File: src/rtl/fp_divider.sv
// Floating-point divider: quotient = a / b on a {sign, exp, man} word format.
// Mantissas go through a bit-serial restoring divide (one quotient bit per
// cycle), so latency is fixed regardless of operand values.
//
// Ports:
//   clk, rst        clock, synchronous active-high reset
//   in_valid/ready  operand handshake (ready while idle)
//   a, b            dividend / divisor
//   out_valid/ready result handshake (valid while done)
//   quotient        a / b, truncated, saturating on overflow, flushed on underflow
//   div_by_zero     set alongside the result when b == 0
module fp_divider #(
  parameter int unsigned EXPONENT = 8
) (
  input  logic        clk,
  input  logic        rst,
  input  logic        in_valid,
  output logic        in_ready,
  input  logic [31:0] a,
  input  logic [31:0] b,
  output logic        out_valid,
  input  logic        out_ready,
  output logic [31:0] quotient,
  output logic        div_by_zero
);

  localparam int unsigned WORD_W = 32;
  localparam int unsigned MAN_W  = WORD_W - 1 - EXPONENT;
  localparam int unsigned SIG_W  = MAN_W + 1;           // significand with hidden bit
  localparam int unsigned Q_W    = MAN_W + 2;           // quotient bits produced
  localparam int unsigned EXP_W  = EXPONENT + 2;        // signed working exponent
  localparam int unsigned ITERS  = Q_W;
  localparam int unsigned CNT_W  = $clog2(ITERS + 1);
  localparam int unsigned BIAS   = (1 << (EXPONENT - 1)) - 1;

  typedef enum logic [1:0] {IDLE, CALC, DONE} state_t;

  state_t             state, state_nxt;
  logic [CNT_W-1:0]   cnt;
  logic               sign_r;
  logic               a_zero;
  logic               b_zero;
  logic [EXP_W-1:0]   exp_r;
  logic [SIG_W-1:0]   div_r;
  logic [Q_W-1:0]     rem_r;
  logic [Q_W-1:0]     q_r;

  logic [Q_W-1:0]     rem_sub;
  logic               rem_ge;
  logic [EXP_W-1:0]   exp_n;
  logic [MAN_W-1:0]   man_n;
  logic [WORD_W-1:0]  result;

  // State register
  always_ff @(posedge clk) begin
    if (rst) state <= IDLE;
    else     state <= state_nxt;
  end

  // Next-state logic
  always_comb begin
    state_nxt = state;
    case (state)
      IDLE:    if (in_valid) state_nxt = CALC;
      CALC:    if (cnt == CNT_W'(ITERS)) state_nxt = DONE;
      DONE:    if (out_ready) state_nxt = IDLE;
      default: state_nxt = IDLE;
    endcase
  end

  // Restoring step: trial-subtract the divisor from the partial remainder
  always_comb begin
    rem_sub = rem_r - Q_W'(div_r);
    rem_ge  = (rem_r >= Q_W'(div_r));
  end

  // Normalise the quotient and apply the special-case priority
  always_comb begin
    exp_n = exp_r;
    man_n = q_r[MAN_W:1];
    if (!q_r[Q_W-1]) begin
      exp_n = exp_r - EXP_W'(1);
      man_n = q_r[MAN_W-1:0];
    end
    if (b_zero)                  result = {sign_r, {(WORD_W-1){1'b1}}};
    else if (a_zero)             result = '0;
    else if (exp_n[EXP_W-1])     result = '0;
    else if (exp_n[EXP_W-2])     result = {sign_r, {(WORD_W-1){1'b1}}};
    else                         result = {sign_r, exp_n[EXPONENT-1:0], man_n};
  end

  // Datapath and registered handshake outputs
  always_ff @(posedge clk) begin
    if (rst) begin
      cnt         <= '0;
      sign_r      <= 1'b0;
      a_zero      <= 1'b0;
      b_zero      <= 1'b0;
      exp_r       <= '0;
      div_r       <= '0;
      rem_r       <= '0;
      q_r         <= '0;
      quotient    <= '0;
      div_by_zero <= 1'b0;
      in_ready    <= 1'b1;
      out_valid   <= 1'b0;
    end else begin
      in_ready  <= (state_nxt == IDLE);
      out_valid <= (state_nxt == DONE);
      case (state)
        IDLE: begin
          if (in_valid) begin
            cnt    <= '0;
            sign_r <= a[WORD_W-1] ^ b[WORD_W-1];
            a_zero <= (a == '0);
            b_zero <= (b == '0);
            exp_r  <= EXP_W'(a[WORD_W-2 -: EXPONENT]) - EXP_W'(b[WORD_W-2 -: EXPONENT])
                      + EXP_W'(BIAS);
            div_r  <= {1'b1, b[MAN_W-1:0]};
            rem_r  <= Q_W'({1'b1, a[MAN_W-1:0]});
            q_r    <= '0;
          end
        end
        CALC: begin
          if (cnt != CNT_W'(ITERS)) begin
            cnt <= cnt + CNT_W'(1);
            q_r <= {q_r[Q_W-2:0], rem_ge};
            // Remainder stays below the divisor after a step, so the shift never loses a bit
            if (rem_ge) rem_r <= {rem_sub[Q_W-2:0], 1'b0};
            else        rem_r <= {rem_r[Q_W-2:0], 1'b0};
          end else begin
            quotient    <= result;
            div_by_zero <= b_zero;
          end
        end
        default: ;
      endcase
    end
  end

endmodule

File: config.mk
export PLATFORM = sky130hd
export DESIGN_NAME = fp_divider
export DESIGN_NICKNAME = d
export VERILOG_FILES = /design/src/rtl/fp_divider.sv
export SDC_FILE = /design/constraint.sdc
export NUM_CORES = 1
export LEC_CHECK = 0
export BUFFER_PORTS_ARGS = -buffer_cell sky130_fd_sc_hd__buf_4
export CORE_MARGIN = 5
export CORE_UTILIZATION = 45
export CTS_BUF_LIST = sky130_fd_sc_hd__clkbuf_8
export DETAILED_ROUTE_END_ITERATION = 16
export HOLD_SLACK_MARGIN = 0.05
export PLACE_DENSITY = 0.64
export SLEW_MARGIN = 10
export SYNTH_ARGS = -nofsm -noshare
export SYNTH_HDL_FRONTEND = slang
export SYNTH_SLANG_ARGS = --single-unit
File: constraint.sdc
create_clock -name clk -period 2.6 [get_ports clk]
set_input_delay 0.13 -clock clk [delete_from_list [all_inputs] [get_ports clk]]
set_output_delay 0.13 -clock clk [all_outputs]
set_load 0.02 [all_outputs]
==> results.txt, run 1 <==
* Register clock-pin slew on the reported worst setup and hold paths: 80 ps
* Area delta synth->final: 33.43%
* Port Buffers: 102
- Final routed DRC violation total: 0
- Along the worst path, the maximum fanout reaches 3.
* Combinational cell fraction of total power: 0.405
- Pint: 4.422 mW
* Router iterations before antenna repair: 5
* Starting Density: 0.4553
* Number of buffers between clock root and the deepest sink: 2
* Switching fraction of total power: 0.3527
- Ranking of synthesized cells by area: dfxtp_1 34%, a21oi_1 9.6%, ha_1 6.0%
* Number of pins exceeding their max-slew limit in the final report: 0
- Share of total power in sequential cells: 0.318
- From bottom edge to top edge, the die measures 139.1 um.
- For this run, the post-layout net count is 1271.
- Measured along the x axis, the die boundary spans 139.1 um.
- TritonCTS clock tree: yes
* Setup CP Type: reg -> reg
- Measured in cells, the most critical reg-to-reg path has a length of 14.
- Vias post-DR: 7721
- STA puts the critical path data arrival time at 2910 ps.
- Number of DRC markers after the initial detailed-route iteration: 514
- Setup violations remaining at the end of the flow were counted as 0.
- In this run the tightest slew margin relative to its limit is 0.3918.
* Leakage component of the power: 4.005 nW
* Most used DFF post-synth: dfxtp_1
- Routability-driven placement congestion ratio: 0.9589
- Max-cap violation count: 0
* Post-Synthesis Cells: 978
* First-pass GRT wire length: 37.65 mm
- Required @ worst endpoint: 2960 ps
- For this run, the register share of the synthesized area comes to 0.3445.
- Global route total overflow: 0
- Switching Power: 2.410 mW
* Post-synth cell types: 73
- The repair_antennas step left the layout with diodes totalling 0.
- The initial antenna violation count came to 0.
- The root buffer cell chosen for the clock tree is clkbuf_8.
* Slowest cell on the critical path: fa_2
* Total negative slack: 0 ps
- Worst slack on hold paths: 69.54 ps
- STA classifies the critical path startpoint as a flop.
- Timing would allow up to 391.2 MHz.
- Area used by multi-input combinational logic: 0.004684 sq mm
* Peak ir drop on the vdd network: 0.4026 mV
- The synthesized design contains 129 register bits.
- Along the worst hold path, the cell count comes to 3.
* Number of buffers inserted during clock tree synthesis: 17
* Final critical-path required period: 2556 ps
- The share of total power dissipated in the clock network is 0.277.
* Top-level port count: 103
- Vias in the first global route: 7200
* DR WL/cell: 16.61 um
* Biggest cell delay along the critical path: 410 ps
- Counting flops with an async set or reset pin after synthesis yields a share of 0.
- In the global route stage, overall resource usage came out at 0.2366.
- Clock Sink Count: 129
* Power per standard cell area: 683.0 mW/mm^2
- Of the cells placed in the final design, the portion with a size suffix greater than 1 is 0.2275.
* Outcome: completed
- Number of cell rows: 47
- Filler Cells Inserted: 1551
- In the finished design, the share of the clock period the worst path needs comes to 0.9831.
* Maximum number of pins on one net before global-route repair: 62
* Count of flip-flops with a built-in enable after synthesis: 0
* Setup repair after global routing missed its margin: true
- Area leader, netlist: dfxtp_1
* Final Hold Fails: 0
- The number of nets handed over by synthesis was 1084.
* Clock network latency to the later pin of the worst-skew pair: 450 ps
- Remaining antenna violation count after routing: 0
- Die outline area: 0.01934 sq mm
- Counting stages on the worst path, the most repeated cell is inv_2.
- Floorplan core area: 0.01647 sq mm
* CTS HTree Levels: 4
- Total area of sequential cells: 0.002594 sq mm
- The share of synthesized area in the top cell type comes to 0.3445.
- The average instance in the mapped netlist occupies 7.666 sq um.
- Average vias per placed instance: 5.523
- After legalization and detailed placement, the total HPWL measured 16.60 mm.
- Total power: 6.832 mW
* Skew final: 10.95 ps
- Slew @ Worst Pin: 904.0 ps
- Cell chain of the critical path: inv_2, ha_4, inv_2, fa_2, a21oi_4, o2111ai_2, a31oi_1, buf_4, buf_6, o21ai_4, a41oi_2, xnor2_1, mux2i_1, a221oi_1
- The worst setup path is captured at a flop.
- Total Routed Length: 23.23 mm
* Synth warnings: 0
- Summing every instance area after synthesis gives 0.007497 sq mm.
- In this run the worst hold path is classified as in -> reg.
[kinds of logic (layout without fill, tap and decap cells)]
| group | Yosys count | count (layout) | synth area share |
|---|---|---|---|
| XOR/XNOR | 35 | 35 | 0.04089 |
| AO/OA/AOI/OAI | 262 | 262 | 0.2126 |
| flip-flops | 129 | 129 | 0.3445 |
| buffers and inverters | 103 | 303 | 0.05707 |
| AND/OR/NAND/NOR | 383 | 383 | 0.2420 |
| multiplexers | 28 | 28 | 0.03755 |
| adder cells (fa/ha/maj) | 38 | 38 | 0.06542 |
[critical path, delay by kind of cell, from the launching register on]
kind / cells / cell delay (ps)
muxes: 1 / 90
buffers and inverters: 4 / 380
AOI/OAI and AO/OA: 6 / 1000
DFF: 1 / 330
xor gates and xnor gates: 1 / 140
adders and majority gates: 2 / 540
[cell type report]
type	instances	area share
clock inverters	15	0.01926
inverters	45	0.01689
well taps	220	0.02752
multi-input cells	746	0.4683
repair buffers	226	0.1854
flip-flops and latches	129	0.2593
clock buffers	17	0.02339
[sequential cells by signal, indices dropped and copies added, names as in the netlist]
signal       flops
out_valid        1
b_zero           1
div_by_zero      1
rem_r           25
in_ready         1
state            2
exp_r           10
cnt              5
a_zero           1
sign_r           1
div_r           24
quotient        32
q_r             25
[worst paths after layout]
path	from	slack (ps)	to
hold / removal	a[31]	70	sign_r$_SDFFE_PP0P_
hold reg to reg	div_r[17]$_SDFFE_PP0P_	450	div_r[17]$_SDFFE_PP0P_
setup reg to reg	rem_r[0]$_SDFFE_PP0P_	40	rem_r[21]$_SDFFE_PP0P_
setup / recovery	rem_r[0]$_SDFFE_PP0P_	40	rem_r[21]$_SDFFE_PP0P_
[synthesized netlist by cell type, drive strengths merged, types with 8 or more instances]
cell	instances
a211oi	15
a21oi	144
a311oi	8
buf	17
clkbuf	41
dfxtp	129
ha	36
inv	44
mux2i	27
nand2	119
nand2b	11
nand3	41
nand4	15
nor2	92
nor2b	9
nor3	37
nor4	19
o21ai	33
or3	11
xnor2	21
xor2	14
[stage by stage]
step	cells	setup slack, ps	area, sq um	utilization
CTS	1393	2.529	9768	0.5932
global route	1398	-110.7	10000	0.6075
global placement	1322	-47.55	8907	0.5410
floorplan	978	34.09	7497	-
detailed placement	1322	-114.5	8907	0.5410
finish	1398	43.99	10000	0.6075
[power groups by stage]
stage,Sequential [mW],Combinational [mW],Clock (mW)
4_1_cts,2.16,2.51,1.92
3_3_place_gp,2.21,2.40,0
3_5_place_dp,2.21,2.41,0
2_1_floorplan,2.18,1.52,0
5_1_grt,2.18,2.99,2.02
6_report,2.17,2.77,1.90
[timing repair]
action / 4_1_cts / 5_1_grt
setup endpoints to repair: 11 / 24
gates resized for setup: 11 / 47
setup buffers: 0 / 5
hold endpoints to repair: 37 / 0
hold buffers: 39 / 0
pin swaps: 6 / 35
[metal layers]
metal | vias to the layer above | share of wire | wire length, um | track usage
met3 | 28 | 0.059 | 1381 | 0.04724
met2 | 220 | 0.45 | 10480 | 0.3646
li1 | 3855 | - | - | -
met1 | 3618 | 0.47 | 10960 | 0.3367
met5 | - | 0 | 0 | 0
met4 | 0 | 0.018 | 412 | 0.06746
[layout by cell type, fill, tap and decap left out, types with 5 or more instances in the layout]
cell	instances
nor2b_1	7
nor2_1	91
nor3_1	37
nand2b_1	11
inv_2	5
o31ai_1	7
clkbuf_8	17
buf_4	178
xnor2_1	21
dlygate4sd3_1	39
nor4_1	18
a21oi_1	143
dfxtp_2	9
a311oi_1	6
ha_1	30
nand3_1	41
a211oi_1	11
a31oi_1	7
o21a_1	5
o21ai_1	10
buf_6	6
mux2i_1	27
a21o_1	6
nand2_1	118
or3_1	11
inv_1	42
xor2_1	14
ha_4	5
o21ai_0	19
dfxtp_1	120
nand4_1	15
Power figures use the tool's default switching activity.
==> inputs of run 2 (changes only) <==
--- a/config.mk
+++ b/config.mk
@@ -11,6 +11,7 @@
 export CTS_BUF_LIST = sky130_fd_sc_hd__clkbuf_8
 export DETAILED_ROUTE_END_ITERATION = 16
 export HOLD_SLACK_MARGIN = 0.05
+export MAX_ROUTING_LAYER = met4
 export PLACE_DENSITY = 0.64
 export SLEW_MARGIN = 10
 export SYNTH_ARGS = -nofsm -noshare
==> run 2 against run 1 <==
Maximum frequency is 0.30% lower. Clock-buffer cell count stayed put. Worst setup slack worse by 7.7 ps. Combinational power is 6% lower. Global-route usage is 0.28 points higher. Routed wire length is 1.7% lower. Register-to-register slack hardly changed. Cell area is 1.9% lower. Largest cell class unchanged.
==> results.txt, run 2 (synthesized netlist as in run 1, its figures left out) <==
- The total global-route track usage was 0.2394 (+0.002850).
- The share of the core filled with cells in the final layout was 0.5961 (-0.01140).
- Grt peak-use layer: met2
* Clock Sink Count: 129 (unchanged)
- The area of the core region came to 0.01647 sq mm (unchanged).
- Setup repair after global routing missed its margin: true
- Global route total overflow: 0 (unchanged)
- The run finished with clean final reports.
* Final #Nets: 1247 (-1.9%)
* First-pass GRT wire length: 36.90 mm (-2.0%)
- Slack of the worst reg-to-reg path: 40 ps (about the same)
- Setup violators final: 0 (unchanged)
- In this run the critical register-to-register path is captured at rem_r[4]$_SDFFE_PP0P_.
- The path with the worst hold slack has its endpoint at sign_r$_SDFFE_PP0P_.
- Die X: 139.1 um (unchanged)
- The met1 track demand over resource was 0.3366 (about the same).
* Required @ worst endpoint: 2950 ps (about the same)
- Worst hold stages: 3 (unchanged)
* Final routed DRC violation total: 0 (unchanged)
* Worst Min Path Start: b[31]
* DP Wirelength: 16.24 mm (-2.1%)
* Router iterations before antenna repair: 5 (unchanged)
* Number of buffers between clock root and the deepest sink: 2 (unchanged)
- The number of pins exceeding their max-slew limit in the final report came to 0 (unchanged).
* Final Hold Fails: 0 (unchanged)
* Final critical-path required period: 2564 ps (+7.729 ps)
- Most flops, register: quotient
- The worst register-to-register path begins at div_r[8]$_SDFFE_PP0P_.
- The largest net degree at the start of global routing is 54 (-13%).
- Nature of the critical path endpoint: flop
- Average vias per placed instance: 5.586 (+1.1%)
- The antenna violation net count after detailed routing came to 0 (unchanged).
- Max-cap violation count: 0 (unchanged)
- CTS HTree Levels: 4 (unchanged)
- The CTS clock-pin slew for the worst setup and hold paths is 80 ps (about the same).
* Vias post-DR: 7664 (-0.74%)
* Peak fanout along the critical path: 6 (+3)
* Leakage component of the power: 3.872 nW (-3.3%)
* Number of antenna violations at the first check in global routing: 0 (unchanged)
- Clock network latency to the later pin of the worst-skew pair: 460 ps (about the same)
- Power per standard cell area: 690.2 mW/mm^2 (+1.1%)
* Filler Cells Inserted: 1543 (-0.52%)
- Most common library cell in the layout ignoring fill and taps: buf_4
- The endpoint arrival time on the critical path was 2920 ps (about the same).
- Peak ir drop on the vdd network: 0.4400 mV (+9.3%)
- The TritonCTS buffer count came to 17 (unchanged).
- The transition at the pin with the smallest max-transition slack was 880.1 ps (-23.88 ps).
* Skew final: 15.72 ps (+4.771 ps)
- TritonCTS built the clock tree.
- Vias in the first global route: 7099 (-1.4%)
* Max FFs per register: 32 (unchanged)
- Top-level port count: 103 (unchanged)
- The total die area came to 0.01934 sq mm (unchanged).
* Total negative slack: 0 ps (unchanged)
- Total Routed Length: 22.82 mm (-1.7%)
- Path type of the worst min-delay path: in -> reg
- Area delta synth->final: 30.92%
- Commonest cells after routing, fill and taps aside: 167 x buf_4, 143 x a21oi_1, 123 x dfxtp_1
- DR WL/cell: 16.63 um (+0.12%)
- Worst relative slew slack: 0.4133 (+0.02148)
- Number of antenna diodes: 0 (unchanged)
- The met3 track utilization from global routing is 0.04034 (-0.006897).
- Number of cell rows: 47 (unchanged)
- Routability-driven placement congestion ratio: 0.9102 (-5.1%)
- The height of the chip is 139.1 um (unchanged).
- The count of input and output buffers came to 102 (unchanged).
- Starting Density: 0.4553 (unchanged)
- Fraction of layout instances using a drive strength above 1: 0.2179 (-0.009622)
- Post-route fraction of the period consumed by the critical path: 0.9861 (+0.002973)
- The first-iteration detailed-routing DRC count is 507 (-1.4%).
- Regs by FF count: quotient: 32 flops, q_r: 25 flops, rem_r: 25 flops
* Depth of the worst register-to-register path: 11 (-3)
- Setup CP Type: reg -> reg
- Clock root cell: clkbuf_8
* Critical path launch point type: flop
- Peak Freq: 390.1 MHz (-0.30%)
- The met2 capacity usage during global routing is 0.3651 (+0.0005114).
-- run 2: changes by cell type in the layout (fill, tap and decap cells not counted), sizes merged --
cell         previous run  this run
buf                   187       171
dlygate4sd3            39        31
inv                    49        47
clkinvlp                1         0
bufinv                  4         5
-- run 2: repair_timing --
item	CTS	global route
pin swaps	6	26
resized for setup	13	35
hold buffers	31	0
hold endpoints to repair	33	0
endpoints found under the setup margin	9	20
setup buffers	1	2
-- run 2: worst max-delay path, cell delays in order (launching register included) --
cell and delay, ps:
dfxtp_1 330, inv_1 50, ha_2 370, nand4_1 180, nor3_1 210, o21ai_1 110, and4b_2 260, o21ai_2 180
nand2_4 110, buf_4 190, o211a_1 220, o31ai_1 250
-- run 2: worst max path at each step --
stage,startpoint,end,depth (start not counted)
2_1_floorplan,rem_r[0]$_SDFFE_PP0P_,rem_r[15]$_SDFFE_PP0P_,12
3_3_place_gp,rem_r[0]$_SDFFE_PP0P_,rem_r[21]$_SDFFE_PP0P_,13
3_5_place_dp,rem_r[0]$_SDFFE_PP0P_,rem_r[21]$_SDFFE_PP0P_,13
4_1_cts,div_r[17]$_SDFFE_PP0P_,rem_r[14]$_SDFFE_PP0P_,11
5_1_grt,rem_r[0]$_SDFFE_PP0P_,rem_r[21]$_SDFFE_PP0P_,13
6_report,div_r[8]$_SDFFE_PP0P_,rem_r[4]$_SDFFE_PP0P_,11
-- run 2: power breakdown --
group | switching (mW) | internal, mW
Combinational | 1.41 | 1.20
Sequential | 0.0951 | 2.08
Clock | 0.856 | 1.14
-- run 2: area by class of cell --
class / instances / area, sq um / area share
tap: 220 / 275.3 / 0.02804
timing repair buffer: 202 / 1627 / 0.1657
clock inverter: 13 / 211.5 / 0.02154
clock buffer: 17 / 234.0 / 0.02384
sequential: 129 / 2590 / 0.2639
multi-input combinational: 746 / 4710 / 0.4798
inverter: 45 / 168.9 / 0.01721
-- run 2: routing by layer --
| layer | share of wire | vias to the layer above |
|---|---|---|
| met5 | 0 | - |
| met4 | 0.0099 | 0 |
| met3 | 0.047 | 22 |
| met2 | 0.45 | 178 |
| met1 | 0.49 | 3655 |
| li1 | - | 3809 |
-- run 2: per-stage QoR --
stage / power [mW] / setup slack (ps) / cell area [sq um] / std cells / hold slack, ps
after floorplan: 3.705 / 34.09 / 7497 / 978 / 266.0
after global placement: 4.533 / -80.29 / 8802 / 1308 / 393.0
after detailed placement: 4.542 / -127.5 / 8802 / 1308 / 395.7
after CTS: 6.633 / 6.171 / 9630 / 1370 / 50.12
after global routing: 7.139 / -86.62 / 9816 / 1372 / 51.32
final: 6.775 / 36.26 / 9816 / 1372 / 45.41
